[config.mk]
export PLATFORM = sky130hd
export DESIGN_NAME = pipe_hazard_ctrl
export DESIGN_NICKNAME = d
export VERILOG_FILES = /design/src/rtl/pipe_ctrl_pkg.sv /design/src/rtl/sat_counter.sv /design/src/rtl/pipe_hazard_ctrl.sv
export SDC_FILE = /design/constraint.sdc
export NUM_CORES = 1
export LEC_CHECK = 0
export BUFFER_PORTS_ARGS = -buffer_cell sky130_fd_sc_hd__buf_2
export CAP_MARGIN = 20
export CORE_MARGIN = 2
export CORE_UTILIZATION = 35
export DETAILED_ROUTE_END_ITERATION = 6
export GPL_TIMING_DRIVEN = 0
export PLACE_DENSITY_LB_ADDON = 0.3
export SLEW_MARGIN = 10
export SYNTH_ARGS = -nofsm -noshare
export SYNTH_HDL_FRONTEND = slang
export SYNTH_SLANG_ARGS = --single-unit
[constraint.sdc]
create_clock -name clk -period 1.95 [get_ports clk]
set_clock_uncertainty 0.05 [all_clocks]
set_input_delay 0.0975 -clock clk [delete_from_list [all_inputs] [get_ports clk]]
set_output_delay 0.0975 -clock clk [all_outputs]
set_load 0.01 [all_outputs]
[src/rtl/pipe_ctrl_pkg.sv]
// Shared encodings for the pipeline hazard/sequencing controller.
package pipe_ctrl_pkg;

    localparam int REG_W_DEF = 5;

    typedef enum logic [2:0] {
        ST_RUN      = 3'd0,
        ST_BUBBLE   = 3'd1,
        ST_REDIRECT = 3'd2,
        ST_MEM_WAIT = 3'd3,
        ST_HALT     = 3'd4
    } ctrl_state_e;

endpackage

[src/rtl/sat_counter.sv]
// Saturating up-counter with enable, synchronous clear and async active-low clear.
module sat_counter #(
    parameter int W = 8
) (
    input  logic         clk,
    input  logic         rst_n,
    input  logic         clr_i,
    input  logic         en_i,
    output logic [W-1:0] cnt_o
);

    logic [W-1:0] cnt_q;

    // Count up on enable, hold at all-ones; sync clear wins over enable.
    always_ff @(posedge clk or negedge rst_n) begin
        if (!rst_n)
            cnt_q <= '0;
        else if (clr_i)
            cnt_q <= '0;
        else if (en_i && (cnt_q != '1))
            cnt_q <= cnt_q + W'(1);
    end

    assign cnt_o = cnt_q;

endmodule

[src/rtl/pipe_hazard_ctrl.sv]
// Hazard and sequencing controller: stage write enables (combinational) and
// registered load-NOP flushes for a 5-stage pipeline.
module pipe_hazard_ctrl
    import pipe_ctrl_pkg::*;
#(
    parameter int REG_W    = REG_W_DEF,
    parameter int WAIT_MAX = 64,
    parameter int CNT_W    = 16
) (
    input  logic             clk,
    input  logic             areset_n,
    input  logic [REG_W-1:0] id_rs,
    input  logic [REG_W-1:0] id_rt,
    input  logic             id_rs_used,
    input  logic             id_rt_used,
    input  logic             idex_memread,
    input  logic [REG_W-1:0] idex_rt,
    input  logic             ex_branch_taken,
    input  logic             exmem_memreq,
    input  logic             dmem_ready,
    output logic             pc_we,
    output logic             ifid_we,
    output logic             idex_we,
    output logic             exmem_we,
    output logic             memwb_we,
    output logic             ifid_flush,
    output logic             idex_flush,
    output logic             memwb_flush,
    output logic             mem_timeout,
    output logic [CNT_W-1:0] stall_cycles,
    output logic [2:0]       state
);

    localparam int WC_W = $clog2(WAIT_MAX + 1);
    localparam logic [WC_W-1:0] WAIT_LAST = WC_W'(WAIT_MAX - 1);

    ctrl_state_e     state_q, state_d;
    logic            ifid_flush_q, ifid_flush_d;
    logic            idex_flush_q, idex_flush_d;
    logic            memwb_flush_q, memwb_flush_d;
    logic            timeout_q, timeout_d;

    logic            wait_c, lu_c;
    logic            pc_we_c, ifid_we_c, idex_we_c, exmem_we_c, memwb_we_c;
    logic            wcnt_en, wcnt_clr;
    logic [WC_W-1:0] wcnt;

    // Hazard conditions; register zero never creates a dependency.
    assign wait_c = exmem_memreq & ~dmem_ready;
    assign lu_c   = idex_memread & (idex_rt != '0) &
                    ((id_rs_used & (id_rs == idex_rt)) |
                     (id_rt_used & (id_rt == idex_rt)));

    // Next-state and enable decode: wait > branch > load-use (load-use ignored in REDIRECT).
    always_comb begin
        state_d       = ST_RUN;
        pc_we_c       = 1'b1;
        ifid_we_c     = 1'b1;
        idex_we_c     = 1'b1;
        exmem_we_c    = 1'b1;
        memwb_we_c    = 1'b1;
        ifid_flush_d  = 1'b0;
        idex_flush_d  = 1'b0;
        memwb_flush_d = 1'b0;
        timeout_d     = timeout_q;
        wcnt_en       = 1'b0;
        wcnt_clr      = 1'b1;
        if (state_q == ST_HALT) begin
            state_d    = ST_HALT;
            pc_we_c    = 1'b0;
            ifid_we_c  = 1'b0;
            idex_we_c  = 1'b0;
            exmem_we_c = 1'b0;
            memwb_we_c = 1'b0;
            wcnt_clr   = 1'b0;
        end else if (wait_c) begin
            // Freeze everything upstream of MEM; let MEM/WB take a NOP.
            pc_we_c    = 1'b0;
            ifid_we_c  = 1'b0;
            idex_we_c  = 1'b0;
            exmem_we_c = 1'b0;
            wcnt_clr   = 1'b0;
            wcnt_en    = 1'b1;
            if (wcnt == WAIT_LAST) begin
                state_d   = ST_HALT;
                timeout_d = 1'b1;
            end else begin
                state_d       = ST_MEM_WAIT;
                memwb_flush_d = 1'b1;
            end
        end else if (ex_branch_taken) begin
            // PC takes the target; the two younger instructions are squashed.
            state_d      = ST_REDIRECT;
            ifid_flush_d = 1'b1;
            idex_flush_d = 1'b1;
        end else if (lu_c && (state_q != ST_REDIRECT)) begin
            state_d      = ST_BUBBLE;
            pc_we_c      = 1'b0;
            ifid_we_c    = 1'b0;
            idex_flush_d = 1'b1;
        end
    end

    // State and flush registers.
    always_ff @(posedge clk or negedge areset_n) begin
        if (!areset_n) begin
            state_q       <= ST_RUN;
            ifid_flush_q  <= 1'b0;
            idex_flush_q  <= 1'b0;
            memwb_flush_q <= 1'b0;
            timeout_q     <= 1'b0;
        end else begin
            state_q       <= state_d;
            ifid_flush_q  <= ifid_flush_d;
            idex_flush_q  <= idex_flush_d;
            memwb_flush_q <= memwb_flush_d;
            timeout_q     <= timeout_d;
        end
    end

    // Consecutive memory-wait cycles; cleared by any non-wait cycle.
    sat_counter #(.W(WC_W)) u_wait_cnt (
        .clk   (clk),
        .rst_n (areset_n),
        .clr_i (wcnt_clr),
        .en_i  (wcnt_en),
        .cnt_o (wcnt)
    );

    // Cycles in which the PC did not advance.
    sat_counter #(.W(CNT_W)) u_stall_cnt (
        .clk   (clk),
        .rst_n (areset_n),
        .clr_i (1'b0),
        .en_i  (~pc_we_c),
        .cnt_o (stall_cycles)
    );

    // Enables are held off for the whole reset assertion.
    assign pc_we       = areset_n & pc_we_c;
    assign ifid_we     = areset_n & ifid_we_c;
    assign idex_we     = areset_n & idex_we_c;
    assign exmem_we    = areset_n & exmem_we_c;
    assign memwb_we    = areset_n & memwb_we_c;
    assign ifid_flush  = ifid_flush_q;
    assign idex_flush  = idex_flush_q;
    assign memwb_flush = memwb_flush_q;
    assign mem_timeout = timeout_q;
    assign state       = state_q;

endmodule

==> results of run 1 <==
-- kinds of logic after synthesis --
logic type               count (synthesis)  share of synthesized area (%)
AND/OR/NAND/NOR                         77                          26.06
buffers and inverters                    6                          2.433
XOR/XNOR                                27                          14.83
multiplexers                             2                          1.648
AO/OA/AOI/OAI                           14                          6.359
flip-flops                              30                          47.10
adder cells (fa/ha/maj)                  2                          1.570
-- cell type report --
| class | count | area [um^2] |
|---|---|---|
| Clock inverter | 1 | 5.005 |
| Buffer | 4 | 30.03 |
| Timing Repair Buffer | 54 | 301.5 |
| Clock buffer | 7 | 86.33 |
| Fill cell | 410 | 2280 |
| Sequential cell | 30 | 752.0 |
| Multi-Input combinational cell | 122 | 864.6 |
| Tap cell | 52 | 65.06 |
-- flip-flops by register name (all words and copies together), names as in the netlist --
register	cells
u_wait_cnt.cnt_o	7
u_stall_cnt.cnt_o	16
mem_timeout	1
ifid_flush	1
memwb_flush	1
idex_flush	1
state	3
-- repair_timing --
item	4_1_cts	5_1_grt
endpoints found under the hold margin	30	0
endpoints found under the setup margin	8	15
pin swaps	1	3
gates resized for setup	6	13
hold buffers	2	0
gates cloned	0	0
buffers inserted	0	2
-- power breakdown --
part | total [uW] | internal, uW | switching [uW]
Clock | 515 | 284 | 230
Combinational | 84.2 | 42.1 | 42.1
Sequential | 622 | 622 | 0
Total | 1220 | 949 | 273
-- how the worst min path moves through the flow --
stage / from / endpoint
floorplan: areset_n / idex_flush
global placement: areset_n / mem_timeout
detailed placement: areset_n / mem_timeout
CTS: ex_branch_taken / idex_flush
global route: dmem_ready / state[2]
finish: dmem_ready / state[2]
-- per-stage QoR --
| step | cell area (um^2) | utilization [%] | setup TNS (ns) |
|---|---|---|---|
| floorplan | 1594 | - | 0 |
| global placement | 1909 | 43.55 | -0.05661 |
| detailed placement | 1909 | 43.55 | -0.05301 |
| CTS | 2044 | 46.63 | 0 |
| global route | 2105 | 48.00 | 0 |
| finish | 2105 | 48.00 | 0 |
-- critical path, cell delays in order (launching register included) --
cell	delay [ns]
dfrtp_1	0.39
or3b_4	0.41
o211ai_4	0.11
nor2_4	0.07
and2_4	0.18
nor2b_4	0.13
buf_2	0.14
-- cells in the final DEF, fill, tap and decap left out, drive strengths merged, types with 3 or more instances in the layout --
| master | instances |
|---|---|
| nor2 | 12 |
| nand3 | 7 |
| nor3 | 6 |
| nand4 | 7 |
| xnor2 | 10 |
| o21ai | 4 |
| and3 | 5 |
| nand2 | 17 |
| nor4 | 3 |
| clkbuf | 9 |
| buf | 55 |
| xor2 | 17 |
| a21oi | 4 |
| dfrtp | 30 |
| nor2b | 5 |
| and2 | 5 |
-- routing by layer --
metal	global-route usage (%)	up-vias
li1	-	663
met2	22.84	46
met4	6.080	0
met3	5.063	6
met5	0	-
met1	16.79	646
-- synthesized netlist by cell type, types with 2 or more instances --
cell type  instances
ha_1               2
nor2b_1            5
buf_4              2
o21ai_0            4
and2_1             5
nor4_1             2
nor4b_1            2
clkbuf_1           2
xnor2_1           10
nand2b_1           2
a21oi_1            3
dfrtp_1           30
and3_1             5
nor2_1            11
nor3_1             6
xor2_1            17
nand3_1            7
nand4_1            7
nand2_1           17
==> reports/results.tsv, run 1 <==
metric	value	unit
final hold vios	0	
Critical Path Start	state[2]	
area leader, netlist	dfrtp_1	
Pleak	0.001034	uW
Synth top area share	47.10	%
WP data required	1.80	ns
Hold Path Depth	4	
Ports	51	
Synth Area per Inst	10.09	um^2
detailed route wirelength on metal2	1.651	mm
CP endpoint	ifid_we	
fraction of layout cells with a size suffix above 1	38.53	%
CTS tree	built	
EDFF count, synth	0	
Synth Flop Type	dfrtp_1	
worst hold slack	0.04550	ns
First-pass DRT Iterations	4	
critical path class	flip-flop to output pin	
fin crit period	1.856	ns
Worst R2R End	u_stall_cnt.cnt_o[6]	
register clock-pin slew on the reported worst setup and hold paths	0.06	ns
Mapped Cells	158	
ant diodes	0	
Seq/Total Area, Yosys	47.10	%
Yosys reg bits	30	
CTS root buf	clkbuf_8	
post-place setup slack	-0.02971	ns
P per Cell Area	580.3	nW/um^2
final max-slew violation count	0	
Max-cap violations	0	
area delta synth->final	32.03	%
total track usage	14.05	%
Routed Antenna Nets	0	
Worst setup SP type	flip-flop	
area of the die	5110	um^2
total CTS buffers	5	
total number of yosys warnings	0	
Horiz. Die Dim	71.49	um
Post-Layout Cell Count	270	
VDD IR-drop max	0.0003055	V
Least-Margin Pin Slew	0.3863	ns
latest clock arrival within the worst-skew pair	0.28	ns
Critical Path End Type	output pin	
CP Data Arrival Time	1.71	ns
DP Wirelength	2.480	mm
wire length on met1	1.554	mm
Pwr Total	1221	uW
fin nets	242	
Max Clock Freq	0.5389	GHz
net count after synthesis	183	
routed wire length	3.523	mm
Initial Util	36.36	%
largest net degree at the start of global routing	31	
vias in the first global route	1307	
crit-path max FO	3	
Async SR Flop Fraction	100.0	%
CORE AREA	4384	um^2
final worst-path setup slack	0.09435	ns
global-route wire length before repair	5.651	mm
post-synthesis cell area	1594	um^2
Synth cell types	38	
Placer Congestion	0.7506	
residual DRC count	0	
Max Used Layer	met4	
top cells by area, synth	dfrtp_1 47%, xor2_1 9.3%, xnor2_1 5.5%	
Iter 0 DRT Violations	59	
RSZ-0062 raised after global routing	no	
row count	24	
Worst Reg-to-Reg Cells	7	
Hold WC Path Type	primary input to flip-flop	
R2R Setup Slk	0.11	ns
Slew Limit Headroom	74.25	%
placed insts	260	
CTS Buffer Depth	2	
Critical R2R Launch	state[2]	
vias	1361	
clock sink count	30	
Setup violations, final	0	
GRT Residual Overflow	0	
CTS H-tree depth	2	
# port buffers	50	
WL/cell	13.05	um
Tcrit/Tclk final	95.16	%
met3 WL post-DR	254	um
antenna violations before repair	0	
DIE HEIGHT	71.49	um
status	finished, final reports clean	
vias per inst	5.041	
Power figures use the tool's default switching activity.
==> run 2, diff against run 1 <==
- MAX_ROUTING_LAYER: unset -> met4
==> reports/results.tsv, run 2 (synthesis gave the netlist of run 1 again) <==
metric	value	unit
status	finished, final reports clean	
vias in the first global route	1307	
met3 WL post-DR	253	um
Tcrit/Tclk final	95.23	%
residual DRC count	0	
worst-path cell chain	or3b_4 -> o211ai_4 -> nor2_4 -> and2_4 -> nor2b_4 -> buf_2	
final max-slew violation count	0	
Largest register FFs	16	
DP Wirelength	2.480	mm
clock sink count	30	
Horiz. Die Dim	71.49	um
DIE HEIGHT	71.49	um
Setup violations, final	0	
Worst setup SP type	flip-flop	
slowest stage delay, CP	0.41	ns
CTS root buf	clkbuf_8	
total track usage	14.48	%
slowest CP cell	or3b_4	
WL/cell	12.96	um
register area	752.0	um^2
Pwr Total	1222	uW
Placer Congestion	0.7602	
VDD IR-drop max	0.0003059	V
largest net degree at the start of global routing	31	
CTS tree	built	
highest-count cells in the layout ignoring fill and taps	49 x buf_2, 29 x dfrtp_1, 17 x xor2_1	
commonest non-fill, non-tap cell in the layout	buf_2	
CTS Buffer Depth	2	
total CTS buffers	5	
RSZ-0062 raised after global routing	no	
area delta synth->final	32.03	%
Max-cap violations	0	
First-pass DRT Iterations	4	
ant diodes	0	
critical path class	flip-flop to output pin	
CORE AREA	4384	um^2
vias per inst	5.015	
final hold vios	0	
GRT Residual Overflow	0	
detailed route wirelength on metal2	1.638	mm
crit-path max FO	3	
Routed Antenna Nets	0	
global-route wire length before repair	5.651	mm
row count	24	
fill count	410	
Iter 0 DRT Violations	61	
Slew Limit Headroom	74.25	%
fin crit period	1.857	ns
post-place setup slack	-0.02971	ns
Pleak	0.001034	uW
fin nets	242	
Least-Margin Pin Slew	0.3863	ns
register clock-pin slew on the reported worst setup and hold paths	0.06	ns
CP Data Arrival Time	1.71	ns
WP data required	1.80	ns
Initial Util	36.36	%
P per Cell Area	580.8	nW/um^2
fraction of layout cells with a size suffix above 1	38.53	%
Max Used Layer	met4	
area of the die	5110	um^2
antenna violations before repair	0	
Critical Path End Type	output pin	
routed wire length	3.499	mm
Max Clock Freq	0.5385	GHz
wire length on met1	1.545	mm
Ports	51	
# port buffers	50	
CTS H-tree depth	2	
Hold WC Path Type	primary input to flip-flop	
latest clock arrival within the worst-skew pair	0.28	ns
final worst-path setup slack	0.09309	ns
vias	1354	
Multi-input gate area	864.6	um^2
==> run 2: cell counts in the layout (fill, tap and decap cells not counted) <==
Identical to the previous run, type by type.
==> run 2: path summary, 6_finish.rpt <==
check                      depth (start not counted)         from  slack [ns]                    end
max reg2reg                                        7     state[2]        0.11   u_stall_cnt.cnt_o[6]
max in group asynchronous                          3     areset_n        1.39   u_stall_cnt.cnt_o[2]
min                                                4   dmem_ready        0.05               state[2]
min reg2reg                                        1  mem_timeout        0.41            mem_timeout
min in group asynchronous                          3     areset_n        0.28  u_stall_cnt.cnt_o[14]
max                                                6     state[2]        0.09                ifid_we
==> run 2: critical path: cells and delay by family (launching register included) <==
kind / cells / cell delay [ns]
buf+inv: 1 / 0.14
simple gates: 4 / 0.79
compound gates: 1 / 0.11
flops: 1 / 0.39
==> run 2: layout make-up <==
type | count | share of cell area (%)
buffer | 4 | 1.427
tap | 52 | 3.092
multi-input combinational | 122 | 41.08
sequential | 30 | 35.73
clock buffer | 7 | 4.102
timing repair buffer | 54 | 14.33
clock inverter | 1 | 0.2378
==> run 2: report_power, final <==
group          internal, uW  total (uW)  switching (uW)
clock network           284         516             231
logic                  42.1        84.2            42.1
registers               622         622               0
total                   949        1220             274
==> run 2: through the flow <==
stage | util (%) | hold slack, ns | setup TNS [ns] | std cells | instance area, um^2
detailed placement | 43.55 | 0.1409 | -0.05301 | 260 | 1909
floorplan | - | -0.2481 | 0 | 158 | 1594
global route | 48.00 | 0.07022 | 0 | 270 | 2105
finish | 48.00 | 0.04673 | 0 | 270 | 2105
global placement | 43.55 | 0.1350 | -0.05661 | 260 | 1909
CTS | 46.63 | 0.02790 | 0 | 269 | 2044
==> run 2: repair_timing <==
action	CTS	global route
pin swaps	1	3
hold buffers	2	0
endpoints found under the hold margin	30	0
resized for setup	6	13
setup buffers	0	2
endpoints found under the setup margin	8	15
==> run 2: metal layers <==
layer / track usage, % / up-vias
met5: - / -
met2: 22.84 / 43
met1: 16.79 / 641
met4: 6.080 / 0
met3: 5.063 / 6
li1: - / 664
